File: src/rtl/uart_rx_buffered.sv
// UART receiver with a small receive FIFO and single-cycle error pulses.
// Optional parity checking is built in when UART_RX_PARITY_EN is defined.
module uart_rx_buffered #(
  parameter int CLKS_PER_BIT = 72,
  parameter int DATA_BITS    = 8,
  parameter int FIFO_DEPTH   = 4,
  parameter int PARITY_ODD   = 0
) (
  input  logic                               clk,
  input  logic                               reset,
  input  logic                               rx,
  output logic [DATA_BITS-1:0]               m_data,
  output logic                               m_valid,
  input  logic                               m_ready,
  output logic [$clog2(FIFO_DEPTH+1)-1:0]    count,
  output logic                               frame_err,
  output logic                               overrun,
  output logic                               parity_err
);

  localparam int TW = $clog2(CLKS_PER_BIT);
  localparam int BW = $clog2(DATA_BITS);
  localparam int PW = $clog2(FIFO_DEPTH);
  localparam int CW = $clog2(FIFO_DEPTH + 1);

  localparam logic [TW-1:0] HALF_T   = TW'(CLKS_PER_BIT / 2 - 1);
  localparam logic [TW-1:0] FULL_T   = TW'(CLKS_PER_BIT - 1);
  localparam logic [BW-1:0] LAST_BIT = BW'(DATA_BITS - 1);
  localparam logic [CW-1:0] DEPTH_C  = CW'(FIFO_DEPTH);

  typedef enum logic [2:0] {
    IDLE,
    START,
    DATA,
`ifdef UART_RX_PARITY_EN
    PARITY,
`endif
    STOP,
    BREAK
  } state_t;

  // ---------------------------------------------------------------------------
  // Input synchroniser and falling-edge detector
  // ---------------------------------------------------------------------------
  logic       sync1_reg;
  logic       sync2_reg;
  logic [1:0] fill_reg;
  logic       prev_reg;
  logic       fall_edge;

  // prev_reg only records highs that came through the synchroniser after reset,
  // so the reset value of the flops can never fake a start edge.
  always_ff @(posedge clk or posedge reset) begin
    if (reset) begin
      sync1_reg <= 1'b1;
      sync2_reg <= 1'b1;
      fill_reg  <= 2'b00;
      prev_reg  <= 1'b0;
    end else begin
      sync1_reg <= rx;
      sync2_reg <= sync1_reg;
      fill_reg  <= {fill_reg[0], 1'b1};
      prev_reg  <= fill_reg[1] & sync2_reg;
    end
  end

  assign fall_edge = prev_reg & ~sync2_reg;

  // ---------------------------------------------------------------------------
  // Receiver FSM
  // ---------------------------------------------------------------------------
  state_t               state_reg, state_next;
  logic [TW-1:0]        timer_reg, timer_next;
  logic [BW-1:0]        bit_reg, bit_next;
  logic [DATA_BITS-1:0] data_reg, data_next;
  logic                 push_req;
  logic                 frame_err_reg, frame_err_next;
  logic                 overrun_reg, overrun_next;
`ifdef UART_RX_PARITY_EN
  localparam logic ODD_BIT = (PARITY_ODD != 0);
  logic                 par_bad_reg, par_bad_next;
  logic                 parity_err_reg, parity_err_next;
`endif

  always_ff @(posedge clk or posedge reset) begin
    if (reset) begin
      state_reg     <= IDLE;
      timer_reg     <= '0;
      bit_reg       <= '0;
      data_reg      <= '0;
      frame_err_reg <= 1'b0;
      overrun_reg   <= 1'b0;
`ifdef UART_RX_PARITY_EN
      par_bad_reg    <= 1'b0;
      parity_err_reg <= 1'b0;
`endif
    end else begin
      state_reg     <= state_next;
      timer_reg     <= timer_next;
      bit_reg       <= bit_next;
      data_reg      <= data_next;
      frame_err_reg <= frame_err_next;
      overrun_reg   <= overrun_next;
`ifdef UART_RX_PARITY_EN
      par_bad_reg    <= par_bad_next;
      parity_err_reg <= parity_err_next;
`endif
    end
  end

  always_comb begin
    state_next     = state_reg;
    timer_next     = timer_reg + 1'b1;
    bit_next       = bit_reg;
    data_next      = data_reg;
    push_req       = 1'b0;
    frame_err_next = 1'b0;
`ifdef UART_RX_PARITY_EN
    par_bad_next    = par_bad_reg;
    parity_err_next = 1'b0;
`endif
    case (state_reg)
      IDLE: begin
        timer_next = '0;
        bit_next   = '0;
        if (fall_edge) state_next = START;
      end
      START: begin
        // Mid-start-bit check; a line already back high was only a glitch.
        if (timer_reg == HALF_T) begin
          timer_next = '0;
          state_next = sync2_reg ? IDLE : DATA;
        end
      end
      DATA: begin
        if (timer_reg == FULL_T) begin
          timer_next = '0;
          data_next  = {sync2_reg, data_reg[DATA_BITS-1:1]};
          if (bit_reg == LAST_BIT) begin
            bit_next = '0;
`ifdef UART_RX_PARITY_EN
            state_next = PARITY;
`else
            state_next = STOP;
`endif
          end else begin
            bit_next = bit_reg + 1'b1;
          end
        end
      end
`ifdef UART_RX_PARITY_EN
      PARITY: begin
        if (timer_reg == FULL_T) begin
          timer_next      = '0;
          par_bad_next    = sync2_reg ^ (^data_reg) ^ ODD_BIT;
          parity_err_next = sync2_reg ^ (^data_reg) ^ ODD_BIT;
          state_next      = STOP;
        end
      end
`endif
      STOP: begin
        if (timer_reg == FULL_T) begin
          timer_next = '0;
          if (sync2_reg) begin
`ifdef UART_RX_PARITY_EN
            push_req = ~par_bad_reg;
`else
            push_req = 1'b1;
`endif
            state_next = IDLE;
          end else begin
            frame_err_next = 1'b1;
            state_next     = BREAK;
          end
        end
      end
      BREAK: begin
        timer_next = '0;
        if (sync2_reg) state_next = IDLE;
      end
      default: begin
        state_next = IDLE;
        timer_next = '0;
      end
    endcase
  end

  // ---------------------------------------------------------------------------
  // Receive FIFO
  // ---------------------------------------------------------------------------
  logic [DATA_BITS-1:0] mem [FIFO_DEPTH];
  logic [PW-1:0]        wr_ptr_reg, rd_ptr_reg;
  logic [CW-1:0]        count_reg;
  logic                 full;
  logic                 pop;
  logic                 wr_en;

  assign full    = (count_reg == DEPTH_C);
  assign m_valid = (count_reg != '0);
  assign pop     = m_valid & m_ready;
  // A simultaneous pop frees the slot, so a push into a full FIFO still lands.
  assign wr_en        = push_req & (~full | pop);
  assign overrun_next = push_req & full & ~pop;

  always_ff @(posedge clk or posedge reset) begin
    if (reset) begin
      for (int i = 0; i < FIFO_DEPTH; i++) mem[i] <= '0;
    end else if (wr_en) begin
      mem[wr_ptr_reg] <= data_reg;
    end
  end

  always_ff @(posedge clk or posedge reset) begin
    if (reset) begin
      wr_ptr_reg <= '0;
      rd_ptr_reg <= '0;
      count_reg  <= '0;
    end else begin
      if (wr_en) wr_ptr_reg <= wr_ptr_reg + 1'b1;
      if (pop)   rd_ptr_reg <= rd_ptr_reg + 1'b1;
      case ({wr_en, pop})
        2'b10:   count_reg <= count_reg + 1'b1;
        2'b01:   count_reg <= count_reg - 1'b1;
        default: count_reg <= count_reg;
      endcase
    end
  end

  assign m_data    = mem[rd_ptr_reg];
  assign count     = count_reg;
  assign frame_err = frame_err_reg;
  assign overrun   = overrun_reg;
`ifdef UART_RX_PARITY_EN
  assign parity_err = parity_err_reg;
`else
  assign parity_err = 1'b0;
`endif

endmodule
File: config.mk
export PLATFORM = sky130hd
export DESIGN_NAME = uart_rx_buffered
export DESIGN_NICKNAME = d
export VERILOG_FILES = /design/src/rtl/uart_rx_buffered.sv
export SDC_FILE = /design/constraint.sdc
export NUM_CORES = 1
export LEC_CHECK = 0
export CORE_ASPECT_RATIO = 1.75
export CORE_MARGIN = 4
export CORE_UTILIZATION = 43
export DETAILED_ROUTE_END_ITERATION = 16
export GPL_TIMING_DRIVEN = 0
export SETUP_SLACK_MARGIN = 0.15
export SYNTH_ARGS = -nofsm -noshare
export SYNTH_HDL_FRONTEND = slang
export SYNTH_SLANG_ARGS = --single-unit
File: constraint.sdc
create_clock -name clk -period 2.9 [get_ports clk]
set_input_delay 0.58 -clock clk [delete_from_list [all_inputs] [get_ports clk]]
set_output_delay 0.58 -clock clk [all_outputs]
set_load 0.01 [all_outputs]
Word-level counts from Yosys, hierarchy flattened
Cells that the tools add are included.

word-level totals
  output and inout bits = 15
  register bits after elaboration = 67
  logic and storage cells = 91
  input port bits = 4

operators by class
  order comparisons = 3
  eq/ne operators = 16
  bitwise operators = 12
  reductions and logical operators = 9
  add/sub/neg operators = 6
  muxes and demuxes = 28

operators with widths
  cell                                                                    number
  32-bit bitwise mux                                                      1
  3-bit 2-to-1 mux                                                        9
  8-bit 2-to-1 mux                                                        3
  8-bit binary-select mux with 2-bit select                               1
  8-bit demux with 2-bit select                                           1
  3-bit one-hot mux with 5 select lines                                   1
  7-bit 2-to-1 mux                                                        2
  7-bit one-hot mux with 2 select lines                                   1
  2-bit != test (second input constant)                                   6
  3-bit one-hot mux with 2 select lines                                   2
  3-bit equality test (second input constant)                             3
  7-bit by 1-bit adder with 7-bit output (second input constant)          1
  7-bit by 6-bit equality test with 1-bit output (second input constant)  1
  7-bit equality test (second input constant)                             1
  3-bit by 1-bit adder with 3-bit output (second input constant)          2
  1-bit bitwise AND                                                       6
  3-bit by 2-bit equality test with 1-bit output (second input constant)  2
  3-bit >= comparator (second input constant)                             2
  1-bit 2-to-1 mux                                                        6
  2-bit inverter with 3-bit output                                        2
  6-bit AND reduction                                                     1
  2-bit by 1-bit adder with 2-bit output (second input constant)          2
  2-bit AND reduction                                                     2
  2-bit nonzero test                                                      2
  other kinds (12)                                                        14

Logic depth before layout (Yosys ltp)
  depth after elaboration = 6
  gate-level depth with buffers = 9

Least setup slack after synthesis
No wires, ideal clock.

  kind = reg-to-reg
  start point = register timer_reg[3]
  end point = register count_reg[2], in the netlist count[2]
  data arrival time = 2.400 ns
  cell stages (with the launch flop) = 10
  period minus slack after synthesis = 2.480 ns
  path slack = 0.420 ns
  library setup time = 0.080 ns
  cells stage by stage = dfrtp_1 buf_2 or4b_1 clkbuf_1 nor3_4 nor2_1 fa_1 and3_1 mux2i_1 xnor2_1

between the ends
  word-level cells in the longest chain between the ends = 6
  elaborated cells between the ends (all ways) = 8
  classes of those cells = 3 x eq/ne; 3 x mux; 1 x bitwise; 1 x reduce/logical

RTL lines
  element                                                                                line  text
  start, declared                                                                        73    logic [TW-1:0] timer_reg, timer_next;
  start signal, assigned                                                                 99    timer_reg <= timer_next;
  7-bit equality test *                                                                  162   if (timer_reg == FULL_T) begin
  1-bit 2-to-1 mux *                                                                     162
  1-bit 2-to-1 mux *                                                                     122   case (state_reg)
  1-bit bitwise AND *                                                                    202   assign wr_en = push_req & (~full | pop);
  2-bit by 1-bit equality test with 1-bit output or 2-bit equality test (tied branches)  221   case ({wr_en, pop})
  3-bit one-hot mux with 2 select lines or 2-bit nonzero test (tied branches)            -
  end signal, assigned                                                                   222   2'b10: count_reg <= count_reg + 1'b1;
  end signal, assigned                                                                   223   2'b01: count_reg <= count_reg - 1'b1;
  end signal, assigned                                                                   224   default: count_reg <= count_reg;
  end, declared                                                                          193   logic [CW-1:0] count_reg;

Mark *: on every way between the ends. The rest lies on a longest branch, timed or not.
A chain may end at the register's enable or synchronous reset.

Final worst setup path
  start point = register rd_ptr_reg[0]
  end point = output m_data[2]

between the ends
  word-level cells in the longest chain between the ends = 4

RTL lines
  element                                                 line  text
  start, declared                                         192   logic [PW-1:0] wr_ptr_reg, rd_ptr_reg;
  start signal, assigned                                  220   if (pop) rd_ptr_reg <= rd_ptr_reg + 1'b1;
  2-bit inverter with 3-bit output (implied by the code)  229   assign m_data = mem[rd_ptr_reg];
  8-bit binary-select mux with 2-bit select               229
  8-bit 2-to-1 mux (implied by the code) (2 in a row)     229
  end, declared                                           12    output logic [DATA_BITS-1:0] m_data,

Every way passes these cells. The select of a mux whose other input is x is not followed.

==> out/metrics.cfg <==
[run_status]
status=finished clean

[synth]
seq_area_frac_synth=0.5555
synth_seq_cells=67
ys.flop_type=dfrtp_1
synthDistinctLibCells=43
syn_inst=219
syn_area_um2=3023
yosys_warnings=0
synth_nets=231
synth-async-reset-ratio=1.000
synth_edf_count=0
syn_avg_cell_area_um2=13.80

[power]
p_int_mw=1.779
p_sw_frac=0.2515
p_per_area_nw_per_um2=655.3
switchingPower_uw=597.6
p_seq_frac=0.432
power.leakage_nw=1.709
irDropWorstVdd_uv=384.7
power_frac_clock=0.439
combPwrFrac=0.128

[sta]
fin_crit_sh=0.8964
finalClockSkew_ns=0.003502
rsz0062_at_grt=no
tightest_slew_ns=0.8107
slew_headroom=0.4595
fmax_mhz=384.7
drv_slew=0
whs_ns=0.3470
period_needed_ns=2.600
setup_viol_count_final=0
hold_viol_final=0

[clock_tree]
clkTransAtPathRegs_ns=0.05
h-tree-depth=3
cts_tree=done
hold_buffers=0
cts_max_path_buffers=2
insertion_delay_ns=0.33
cts_sinks=67
numCtsBuffers=9
cts-root-buf=clkbuf_16

[setup_path]
crit_path_end_kind=output pin
crit_path_top_delay_cell=mux4_2
cp.required_ns=2.32
cpLargestDelayFamily=buffers and inverters
path_cells=buf_2 -> mux4_2 -> clkdlybuf4s50_1
cp-start-kind=flip-flop
critical_path_class=flip-flop to output pin
cp.arrival_ns=2.02
critPathBufInv=2
critPathMaxStageDelay_ns=0.56
path_max_fanout=10

[cells_and_area]
final_nets=263
area_growth_pct=19.95
largest_register_ffs=32
antenna_cells=0
fillCellCount=595
finalNonFillerCells=340
drive_above_1_share=0.3281

[detailed_routing]
firstDrtPassIters=4
totalWireLength_um=5402
drc_errors=0
wl_per_cell_um=15.89
ant_nets=0
detailedRoute.firstIterationViolations=70
vias_per_cell=5.288
routed-via-count=1798

[floorplan]
die_x_um=71.38
core_area_um2=6857
rows=40
die-area_um2=8488
dieHeight_um=118.9
start_util=0.4409
pin_count=19

[global_routing]
grt_pass1_wl_um=9246
grtUsageTotal=0.1450
first_global_vias=1892
grt_overflow=0
grt_max_degree=68
grt_antenna_before_repair=0

[min_path]
hold_class=flip-flop to flip-flop

[job]
cap_violations=0

[placed_design]
place_hpwl_um=3545
gp_congestion=0.7459
portBuffers=17
dpl.cell_count=320

path summary, 6_finish.rpt:
check	endpoint	start	depth (start not counted)	slack, ns
max in group asynchronous	count[1]$_DFFE_PP0P_	reset	2	1.60
min in group asynchronous	timer_reg[0]$_DFF_PP0_	reset	2	0.76
worst max-delay path	m_data[2]	rd_ptr_reg[0]$_DFFE_PP0P_	3	0.30
worst min register to register	fill_reg[1]$_DFF_PP0_	fill_reg[0]$_DFF_PP0_	0	0.35
worst min-delay path	fill_reg[1]$_DFF_PP0_	fill_reg[0]$_DFF_PP0_	0	0.35
worst max register to register	count[2]$_DFFE_PP0P_	timer_reg[4]$_DFF_PP0_	9	0.42
synthesized netlist by cell type (4+ instances only):
library cell,count,area (um2)
nand3_2,4,40.04
nor2_1,16,60.06
ha_1,7,87.58
clkbuf_1,5,18.77
dfrtp_1,65,1627
mux2_2,42,473.0
xnor2_1,5,43.79
xor2_1,4,35.03
nand2_1,5,18.77
inv_1,6,22.52
mux4_2,8,180.2
cell families (layout without fill, tap and decap cells):
logic type | count (synthesis) | count (layout) | share of synthesized area
AO/OA/AOI/OAI | 17 | 17 | 0.04181
XOR/XNOR | 9 | 9 | 0.02607
adder cells (fa/ha/maj) | 8 | 8 | 0.03559
buffers and inverters | 15 | 52 | 0.02070
flip-flops | 67 | 67 | 0.5555
multiplexers | 52 | 52 | 0.2227
other | 2 | 2 | 0.002484
AND/OR/NAND/NOR | 49 | 49 | 0.09521
worst register-to-register path: cells and delay by family (launching register included):
kind	cells	cell delay, ns
muxes	1	0.17
adders and majority gates	1	0.40
buffers and inverters	2	0.39
and+or+nand+nor	4	0.96
xor gates and xnor gates	1	0.13
DFF	1	0.36
layer usage:
| layer | GRT usage | vias to the layer above | routed length, um | part of all wire |
|---|---|---|---|---|
| met5 | 0 | - | 0 | 0 |
| met4 | 0.08588 | 0 | 144 | 0.027 |
| met3 | 0.04392 | 11 | 151 | 0.028 |
| met2 | 0.2385 | 25 | 2859 | 0.53 |
| met1 | 0.1616 | 907 | 2247 | 0.42 |
| li1 | - | 855 | - | - |
cells in the final DEF (no fill, tap or decap), drive strengths merged, types with 2 or more instances in the layout:
cell / netlist / final
nor4: 3 / 3
clkdlybuf4s50: 0 / 17
mux4: 8 / 8
a21oi: 3 / 3
dfstp: 2 / 2
conb: 2 / 2
o2bb2ai: 3 / 3
xnor2: 5 / 5
inv: 6 / 6
or4b: 2 / 2
xor2: 4 / 4
a22oi: 3 / 3
mux2i: 2 / 2
a311oi: 2 / 2
nand2: 5 / 5
nand3: 7 / 7
and2: 3 / 3
buf: 4 / 8
clkbuf: 5 / 20
or3: 3 / 3
mux2: 42 / 42
ha: 7 / 7
nor2: 16 / 16
dfrtp: 65 / 65
nor3: 4 / 4
through the flow:
step | setup WS, ns | util | area [um2] | total power [mW] | TNS [ns]
2_1_floorplan | 0.4200 | - | 3023 | 1.274 | 0
3_3_place_gp | -0.5749 | 0.4810 | 3298 | 1.350 | -37.11
3_5_place_dp | 0.1751 | 0.4814 | 3301 | 1.356 | 0
4_1_cts | 0.1781 | 0.5243 | 3595 | 2.414 | 0
5_1_grt | 0.1785 | 0.5288 | 3626 | 2.500 | 0
6_report | 0.3004 | 0.5288 | 3626 | 2.376 | 0
power groups by stage:
stage / Sequential (mW) / Clock, mW / Combinational (mW)
2_1_floorplan: 1.04 / 0 / 0.238
3_3_place_gp: 1.04 / 0 / 0.307
3_5_place_dp: 1.04 / 0 / 0.312
4_1_cts: 1.03 / 1.07 / 0.314
5_1_grt: 1.04 / 1.11 / 0.355
6_report: 1.03 / 1.04 / 0.305
final cells by class:
cell class,count,area [um2],area share
clock inverter,1,5.005,0.001380
inverter,6,25.02,0.006901
clock buffer,15,287.8,0.07937
timing repair buffer,21,200.2,0.05521
sequential,67,1679,0.4631
multi-input combinational,137,1281,0.3533
tap,84,105.1,0.02899
buffer,9,42.54,0.01173
timing repair:
item                                    CTS  global route
pin swaps                                 0             1
setup buffers                             0             4
endpoints found under the setup margin    8             3
gates resized for setup                   1             2
cloned                                    0             0
Power figures use the tool's default switching activity.
